$ cat src/rtl/dmem_if.sv
// Valid/ready data-memory bus between the load/store unit (master) and memory (slave).
// Requests carry a word-aligned address; read data returns on a separate response strobe.
interface dmem_if;
    logic        bus_valid;
    logic        bus_ready;
    logic        bus_we;
    logic [31:0] bus_addr;
    logic [3:0]  bus_be;
    logic [31:0] bus_wdata;
    logic        bus_rvalid;
    logic [31:0] bus_rdata;

    modport master (
        output bus_valid,
        output bus_we,
        output bus_addr,
        output bus_be,
        output bus_wdata,
        input  bus_ready,
        input  bus_rvalid,
        input  bus_rdata
    );

    modport slave (
        input  bus_valid,
        input  bus_we,
        input  bus_addr,
        input  bus_be,
        input  bus_wdata,
        output bus_ready,
        output bus_rvalid,
        output bus_rdata
    );
endinterface

$ cat src/rtl/dmem_lsu.sv
// Multicycle load/store unit: turns one rv32i load/store into a bus transaction, stalling
// the core until it completes, and returns the lane-extracted, extended load word.
module dmem_lsu #(
    parameter int unsigned TIMEOUT = 16
) (
    input  logic        clk,
    input  logic        rst_n,
    input  logic        i_dm_rd,
    input  logic        i_dm_wr,
    input  logic [2:0]  i_dm_ctrl,
    input  logic [31:0] i_address,
    input  logic [31:0] i_store_data,
    output logic [31:0] o_data_rd,
    output logic        o_stall,
    output logic        o_misalign_err,
    output logic        o_bus_err,
    dmem_if.master      bus
);

    localparam int unsigned CntW = (TIMEOUT > 1) ? $clog2(TIMEOUT) : 1;

    typedef enum logic [1:0] {StIdle, StReq, StWaitRsp, StDone} state_e;

    state_e      r_state;
    state_e      w_state_next;
    logic [CntW-1:0] r_cnt;
    logic        r_we;
    logic [31:0] r_bus_addr;
    logic [3:0]  r_bus_be;
    logic [31:0] r_bus_wdata;
    logic [1:0]  r_lane;
    logic        r_is_b;
    logic        r_is_h;
    logic        r_unsigned;
    logic [31:0] r_data_rd;
    logic        r_misalign_err;
    logic        r_bus_err;

    logic        w_req;
    logic        w_is_b;
    logic        w_is_h;
    logic        w_is_w;
    logic        w_misalign;
    logic        w_accept;
    logic        w_timeout;
    logic [3:0]  w_be;
    logic [31:0] w_wdata;
    logic [7:0]  w_byte;
    logic [15:0] w_half;
    logic [31:0] w_load;

    // Reserved funct3 encodings (x11, 110) fall through to word size.
    assign w_req      = i_dm_rd | i_dm_wr;
    assign w_is_b     = (i_dm_ctrl[1:0] == 2'b00);
    assign w_is_h     = (i_dm_ctrl[1:0] == 2'b01);
    assign w_is_w     = ~w_is_b & ~w_is_h;
    assign w_misalign = (w_is_h & i_address[0]) | (w_is_w & (|i_address[1:0]));
    assign w_accept   = (r_state == StIdle) & w_req & ~w_misalign;
    assign w_timeout  = (r_cnt == CntW'(TIMEOUT - 1));

    always_comb begin
        w_be    = 4'b1111;
        w_wdata = i_store_data;
        if (w_is_b) begin
            w_be    = 4'b0001 << i_address[1:0];
            w_wdata = {4{i_store_data[7:0]}};
        end else if (w_is_h) begin
            w_be    = 4'b0011 << {i_address[1], 1'b0};
            w_wdata = {2{i_store_data[15:0]}};
        end
    end

    always_comb begin
        w_byte = 8'h00;
        unique case (r_lane)
            2'd0: w_byte = bus.bus_rdata[7:0];
            2'd1: w_byte = bus.bus_rdata[15:8];
            2'd2: w_byte = bus.bus_rdata[23:16];
            2'd3: w_byte = bus.bus_rdata[31:24];
        endcase
        w_half = r_lane[1] ? bus.bus_rdata[31:16] : bus.bus_rdata[15:0];
        if (r_is_b) begin
            w_load = {{24{~r_unsigned & w_byte[7]}}, w_byte};
        end else if (r_is_h) begin
            w_load = {{16{~r_unsigned & w_half[15]}}, w_half};
        end else begin
            w_load = bus.bus_rdata;
        end
    end

    // A request still visible in StDone is the retiring instruction, so it is not reissued.
    always_comb begin
        w_state_next = r_state;
        unique case (r_state)
            StIdle:    if (w_accept) w_state_next = StReq;
            StReq:     if (bus.bus_ready) w_state_next = r_we ? StDone : StWaitRsp;
            StWaitRsp: if (bus.bus_rvalid || w_timeout) w_state_next = StDone;
            StDone:    w_state_next = StIdle;
            default:   w_state_next = StIdle;
        endcase
    end

    always_ff @(posedge clk or negedge rst_n) begin
        if (!rst_n) begin
            r_state <= StIdle;
        end else begin
            r_state <= w_state_next;
        end
    end

    always_ff @(posedge clk or negedge rst_n) begin
        if (!rst_n) begin
            r_cnt          <= '0;
            r_we           <= 1'b0;
            r_bus_addr     <= 32'h0;
            r_bus_be       <= 4'h0;
            r_bus_wdata    <= 32'h0;
            r_lane         <= 2'd0;
            r_is_b         <= 1'b0;
            r_is_h         <= 1'b0;
            r_unsigned     <= 1'b0;
            r_data_rd      <= 32'h0;
            r_misalign_err <= 1'b0;
            r_bus_err      <= 1'b0;
        end else begin
            r_misalign_err <= (r_state == StIdle) & w_req & w_misalign;
            r_bus_err      <= (r_state == StWaitRsp) & ~bus.bus_rvalid & w_timeout;
            if (w_accept) begin
                r_we        <= i_dm_wr;
                r_bus_addr  <= {i_address[31:2], 2'b00};
                r_bus_be    <= w_be;
                r_bus_wdata <= w_wdata;
                r_lane      <= i_address[1:0];
                r_is_b      <= w_is_b;
                r_is_h      <= w_is_h;
                r_unsigned  <= i_dm_ctrl[2];
            end
            if (r_state == StReq) begin
                r_cnt <= '0;
            end else if (r_state == StWaitRsp && !bus.bus_rvalid && !w_timeout) begin
                r_cnt <= r_cnt + CntW'(1);
            end
            if (r_state == StWaitRsp) begin
                if (bus.bus_rvalid) begin
                    r_data_rd <= w_load;
                end else if (w_timeout) begin
                    r_data_rd <= 32'h0;
                end
            end
        end
    end

    // Gated by rst_n so the core is never held while the unit is in reset.
    assign o_stall = rst_n & (w_accept | (r_state == StReq) | (r_state == StWaitRsp));

    assign o_data_rd      = r_data_rd;
    assign o_misalign_err = r_misalign_err;
    assign o_bus_err      = r_bus_err;

    assign bus.bus_valid = (r_state == StReq);
    assign bus.bus_we    = r_we;
    assign bus.bus_addr  = r_bus_addr;
    assign bus.bus_be    = r_bus_be;
    assign bus.bus_wdata = r_bus_wdata;

endmodule

$ cat src/flat_wrapper.sv
// flat-port wrapper written by rule: the top's interface ports become plain ports
module dmem_lsu_flat 
#(
    parameter int unsigned TIMEOUT = 16
)
  (clk, rst_n, i_dm_rd, i_dm_wr, i_dm_ctrl, i_address, i_store_data, o_data_rd, o_stall, o_misalign_err, o_bus_err, bus_bus_valid, bus_bus_we, bus_bus_addr, bus_bus_be, bus_bus_wdata, bus_bus_ready, bus_bus_rvalid, bus_bus_rdata);
  dmem_if bus_i ();
  input  logic clk;
  input  logic rst_n;
  input  logic i_dm_rd;
  input  logic i_dm_wr;
  input  logic [2:0] i_dm_ctrl;
  input  logic [31:0] i_address;
  input  logic [31:0] i_store_data;
  output logic [31:0] o_data_rd;
  output logic o_stall;
  output logic o_misalign_err;
  output logic o_bus_err;
  output wire logic [$bits(bus_i.bus_valid)-1:0] bus_bus_valid;
  output wire logic [$bits(bus_i.bus_we)-1:0] bus_bus_we;
  output wire logic [$bits(bus_i.bus_addr)-1:0] bus_bus_addr;
  output wire logic [$bits(bus_i.bus_be)-1:0] bus_bus_be;
  output wire logic [$bits(bus_i.bus_wdata)-1:0] bus_bus_wdata;
  input wire logic [$bits(bus_i.bus_ready)-1:0] bus_bus_ready;
  input wire logic [$bits(bus_i.bus_rvalid)-1:0] bus_bus_rvalid;
  input wire logic [$bits(bus_i.bus_rdata)-1:0] bus_bus_rdata;
  assign bus_bus_valid = bus_i.bus_valid;
  assign bus_bus_we = bus_i.bus_we;
  assign bus_bus_addr = bus_i.bus_addr;
  assign bus_bus_be = bus_i.bus_be;
  assign bus_bus_wdata = bus_i.bus_wdata;
  assign bus_i.bus_ready = bus_bus_ready;
  assign bus_i.bus_rvalid = bus_bus_rvalid;
  assign bus_i.bus_rdata = bus_bus_rdata;
  dmem_lsu #(.TIMEOUT(TIMEOUT)) u_core (.clk(clk), .rst_n(rst_n), .i_dm_rd(i_dm_rd), .i_dm_wr(i_dm_wr), .i_dm_ctrl(i_dm_ctrl), .i_address(i_address), .i_store_data(i_store_data), .o_data_rd(o_data_rd), .o_stall(o_stall), .o_misalign_err(o_misalign_err), .o_bus_err(o_bus_err), .bus(bus_i));
endmodule
$ cat config.mk
export PLATFORM = sky130hd
export DESIGN_NAME = dmem_lsu_flat
export DESIGN_NICKNAME = d
export VERILOG_FILES = /design/src/rtl/dmem_if.sv /design/src/rtl/dmem_lsu.sv /design/src/flat_wrapper.sv
export SDC_FILE = /design/constraint.sdc
export NUM_CORES = 1
export LEC_CHECK = 0
export CAP_MARGIN = 10
export CELL_PAD_IN_SITES_DETAIL_PLACEMENT = 0
export CELL_PAD_IN_SITES_GLOBAL_PLACEMENT = 1
export CORE_ASPECT_RATIO = 1.75
export CORE_MARGIN = 8
export CORE_UTILIZATION = 33
export CTS_BUF_LIST = sky130_fd_sc_hd__clkbuf_16
export DETAILED_ROUTE_END_ITERATION = 7
export PLACE_DENSITY = 0.77
export SETUP_SLACK_MARGIN = 0.5
export SYNTH_ARGS = -nofsm -noshare
export SYNTH_HDL_FRONTEND = slang
export SYNTH_SLANG_ARGS = --single-unit
$ cat constraint.sdc
create_clock -name clk -period 2 [get_ports clk]
set_input_delay 0.4 -clock clk [delete_from_list [all_inputs] [get_ports clk]]
set_output_delay 0.4 -clock clk [all_outputs]
set_load 0.01 [all_outputs]
==> metrics.log <==
INFO  metric setup_repair_after_global_routing_missed_its_margin = yes
INFO  metric drc = 0
INFO  metric ys.warnings.count = 0
INFO  metric fin_crit = around 1.8 ns
INFO  metric vias_per_cell = just over 5
INFO  metric multi_input_gate_area_in_the_final_layout = roughly 0.0026 mm²
INFO  metric htree_levels = 3
INFO  metric ctsRootBufferMaster = sky130_fd_sc_hd__clkbuf_16
INFO  metric finClkSkew = between 0.01 and 0.015 ns
INFO  metric synth.yosys.seq_area_share = between 50% and 60%
INFO  metric synth.avg_cell_area = 11.4 µm²
INFO  metric ff_to_ff_setup_slack = 0.19 ns
INFO  metric top_post_synthesis_cells_by_count = sky130_fd_sc_hd__dfrtp_1 (112), sky130_fd_sc_hd__nand2_1 (69), sky130_fd_sc_hd__mux2_2 (44), sky130_fd_sc_hd__o21ai_0 (43), sky130_fd_sc_hd__mux2i_1 (32)
INFO  metric synth-edff-count = 0
INFO  metric clock_latency = ~0.35 ns
INFO  metric track_usage = ~17%
INFO  metric tritoncts = done
INFO  metric worstRegToRegCells = 9
INFO  metric numPlacedInstances = between 800 and 900
INFO  metric tightest_slew = 0.618 ns
INFO  metric ir_drop = about 0.00058 V
INFO  metric timing.final.crit_share = 92.4%
INFO  metric post-synth-top-area-fraction = between 50% and 60%
INFO  metric netlist-cell-type-count = 44
INFO  metric grt_pass1_vias = 4919
INFO  metric post_route_cells_drive_above_1_share = between 20% and 30%
INFO  metric die_x = 113 µm
INFO  metric final_stage_net_count = between 800 and 900
INFO  metric power_leakage = between 0.005 and 0.006 µW
INFO  metric min_path_type = input pin to async pin
INFO  metric drv_slew = 0
INFO  metric die_height = 185 µm
INFO  metric drt_iter0_drc = 202
INFO  metric setup_total_negative_slack = 0 ns
INFO  metric dominantRegCellSynth = sky130_fd_sc_hd__dfrtp_1
INFO  metric finalWirelength = between 15 and 20 mm
INFO  metric ant_nets = 0
INFO  metric criticalPathCategory = register to primary output
INFO  metric path_max_fanout = 3
INFO  metric endpoint_kind = primary output
INFO  metric portBuffers = ~210
INFO  metric maxcap_violations = 0
INFO  metric clkSinkCount = approximately 110
INFO  metric max_clock_freq = around 0.54 GHz
INFO  metric post_synth_inst_count = roughly 470
INFO  metric outcome = completed
INFO  metric row_count = 62
INFO  metric setup_ws_post_layout = around 0.15 ns
INFO  metric design.die.area = 0.0209 mm²
INFO  metric finalHoldViolations = 0
INFO  metric num_vias = ~4700
INFO  metric grt_overflow = 0
INFO  metric wl_per_cell = roughly 21 µm
INFO  metric timing.final.setup_violations = 0
INFO  metric final.fill_count = 1359
INFO  metric wire_length_of_the_first_global_routing_pass = roughly 28 mm
INFO  metric layoutNonFillerInstCount = between 900 and 1000
INFO  metric maximum_number_of_pins_on_one_net_before_global_route_repair = roughly 110
INFO  metric antenna_found_initial = 1
INFO  metric ys_seq_elements = approximately 110
INFO  metric postSynth.asyncResetShare = 100%
INFO  metric power_density = between 1000 and 1500 mW/mm²
INFO  metric clockBufferDepth = 2
INFO  metric yosys.area.top_type = sky130_fd_sc_hd__dfrtp_1
INFO  metric yosys-top-cells-area = sky130_fd_sc_hd__dfrtp_1 (52%), sky130_fd_sc_hd__mux2_2 (9.2%), sky130_fd_sc_hd__mux2i_1 (5.9%), sky130_fd_sc_hd__nand2_1 (4.8%), sky130_fd_sc_hd__o21ai_0 (4.0%)
INFO  metric area.sequential = approximately 0.0028 mm²
INFO  metric drtPass1Iterations = 4
INFO  metric placement.setup.worst_slack = -0.403 ns
INFO  metric placeableCoreArea = about 0.016 mm²
INFO  metric tritoncts.num_buffers = 9
INFO  metric yosysMostFrequentCell = sky130_fd_sc_hd__dfrtp_1
INFO  metric worstReg2RegEnd = u_core.bus.bus_addr[23]
INFO  metric syn-cell-area = between 0.005 and 0.006 mm²
INFO  metric clk_pin_slew_worst_paths = 0.08 ns
INFO  metric crit_arrival = around 1.5 ns
INFO  metric ioPinCount = between 200 and 250
INFO  metric worstReg2RegStart = u_core.r_state[0]
INFO  metric postLayoutCoreUtil = 56.4%
INFO  metric initial_utilization = between 30 and 40%
INFO  metric gp_congestion = 0.842
INFO  metric synthToLayoutAreaGrowth = 69.2%
INFO  metric dp_hpwl = between 10 and 15 mm
INFO  metric total_power = between 10000 and 15000 µW
INFO  metric critPathLaunchType = register
INFO  metric max_slew_margin = between 50% and 60%
INFO  metric timing.critical_path.required = about 1.6 ns
==> repair_timing <==
| item | CTS | global route |
|---|---|---|
| hold endpoints to repair | 0 | 0 |
| gates resized for setup | 36 | 165 |
| gates cloned | 3 | 11 |
| hold buffers | 0 | 0 |
| endpoints found under the setup margin | 209 | 209 |
| buffers inserted | 8 | 9 |
| pin swaps | 6 | 4 |
==> worst max-delay path, stage by stage (launching register included) <==
cell	delay, ns
sky130_fd_sc_hd__dfrtp_1	0.40
sky130_fd_sc_hd__inv_2	0.08
sky130_fd_sc_hd__ha_4	0.15
sky130_fd_sc_hd__o21a_4	0.14
sky130_fd_sc_hd__o21ai_4	0.07
sky130_fd_sc_hd__a21boi_4	0.13
sky130_fd_sc_hd__buf_6	0.12
==> flip-flops by register name (all words and copies together), names as in the netlist <==
name / flops
u_core.r_unsigned: 1
u_core.bus.bus_be: 4
u_core.bus.bus_we: 1
u_core.o_misalign_err: 1
u_core.r_is_h: 1
u_core.r_is_b: 1
u_core.r_cnt: 4
u_core.o_bus_err: 1
u_core.r_state: 2
u_core.bus.bus_addr: 30
u_core.r_lane: 2
u_core.o_data_rd: 32
u_core.bus.bus_wdata: 32
==> through the flow <==
| stage | instance area [µm²] | hold slack (ns) |
|---|---|---|
| global placement | 7930 | 0.463 |
| detailed placement | 7930 | 0.465 |
| global route | 9140 | 0.172 |
| CTS | 8440 | 0.175 |
| finish | 9140 | 0.122 |
| floorplan | 5500 | 0.104 |
==> report_power, final <==
group	total, µW	switching [µW]	internal, µW
clock network	1870	882	988
registers	3960	655	3310
logic	6640	2960	3680
total	12500	4500	7980
==> cell type report <==
| class | instances | share of cell area [%] |
|---|---|---|
| repair buffers | 278 | 35.1 |
| flip-flops and latches | 112 | 30.7 |
| multi-input cells | 322 | 28.1 |
| well taps | 192 | 2.63 |
| clock buffers | 9 | 2.46 |
| clock inverters | 7 | 0.821 |
| inverters | 4 | 0.164 |
| diodes | 1 | 0.0274 |
==> how the worst max path moves through the flow <==
stage                                  from  endpoint  slack, ns  depth (start not counted)
after floorplan           u_core.r_state[0]   o_stall       0.33                          7
after global placement         i_dm_ctrl[1]   o_stall      -0.38                          5
after detailed placement       i_dm_ctrl[1]   o_stall      -0.40                          5
after CTS                 u_core.r_state[1]   o_stall       0.12                          6
after global routing      u_core.r_state[0]   o_stall       0.08                          6
final                     u_core.r_state[0]   o_stall       0.15                          6
==> layer usage <==
metal / track usage, % / vias up / share of wire (%)
met2: 32.3 / 150 / 57
met4: 7.06 / 0 / 3.6
li1: - / 2182 / -
met1: 17.1 / 2292 / 34
met5: 0 / - / 0
met3: 3.72 / 32 / 5.0
==> kinds of logic after synthesis <==
group	count (synthesis)	synth area share (%)
AOI/OAI and AO/OA	120	14.6
xor gates and xnor gates	5	0.810
adders and majority gates	5	1.16
buffers and inverters	40	4.35
DFF	112	51.9
muxes	84	18.8
other	1	0.0694
and+or+nand+nor	106	8.29
==> placed cells by master (no fill, tap or decap), drive strengths merged, types with 3 or more instances in the layout <==
| cell | Yosys | routed |
|---|---|---|
| dfrtp | 112 | 112 |
| dlymetal6s2s | 0 | 102 |
| clkdlybuf4s50 | 0 | 99 |
| nand2 | 70 | 70 |
| buf | 24 | 65 |
| o21ai | 65 | 65 |
| mux2 | 44 | 44 |
| mux2i | 32 | 32 |
| a21oi | 26 | 26 |
| clkbuf | 12 | 16 |
| nor2 | 15 | 15 |
| and3 | 10 | 10 |
| mux4 | 8 | 8 |
| a211oi | 8 | 8 |
| a22o | 8 | 8 |
| inv | 4 | 8 |
| nand3 | 5 | 5 |
| ha | 5 | 5 |
| xor2 | 3 | 3 |
| dlygate4sd2 | 0 | 3 |
Power figures use the tool's default switching activity.
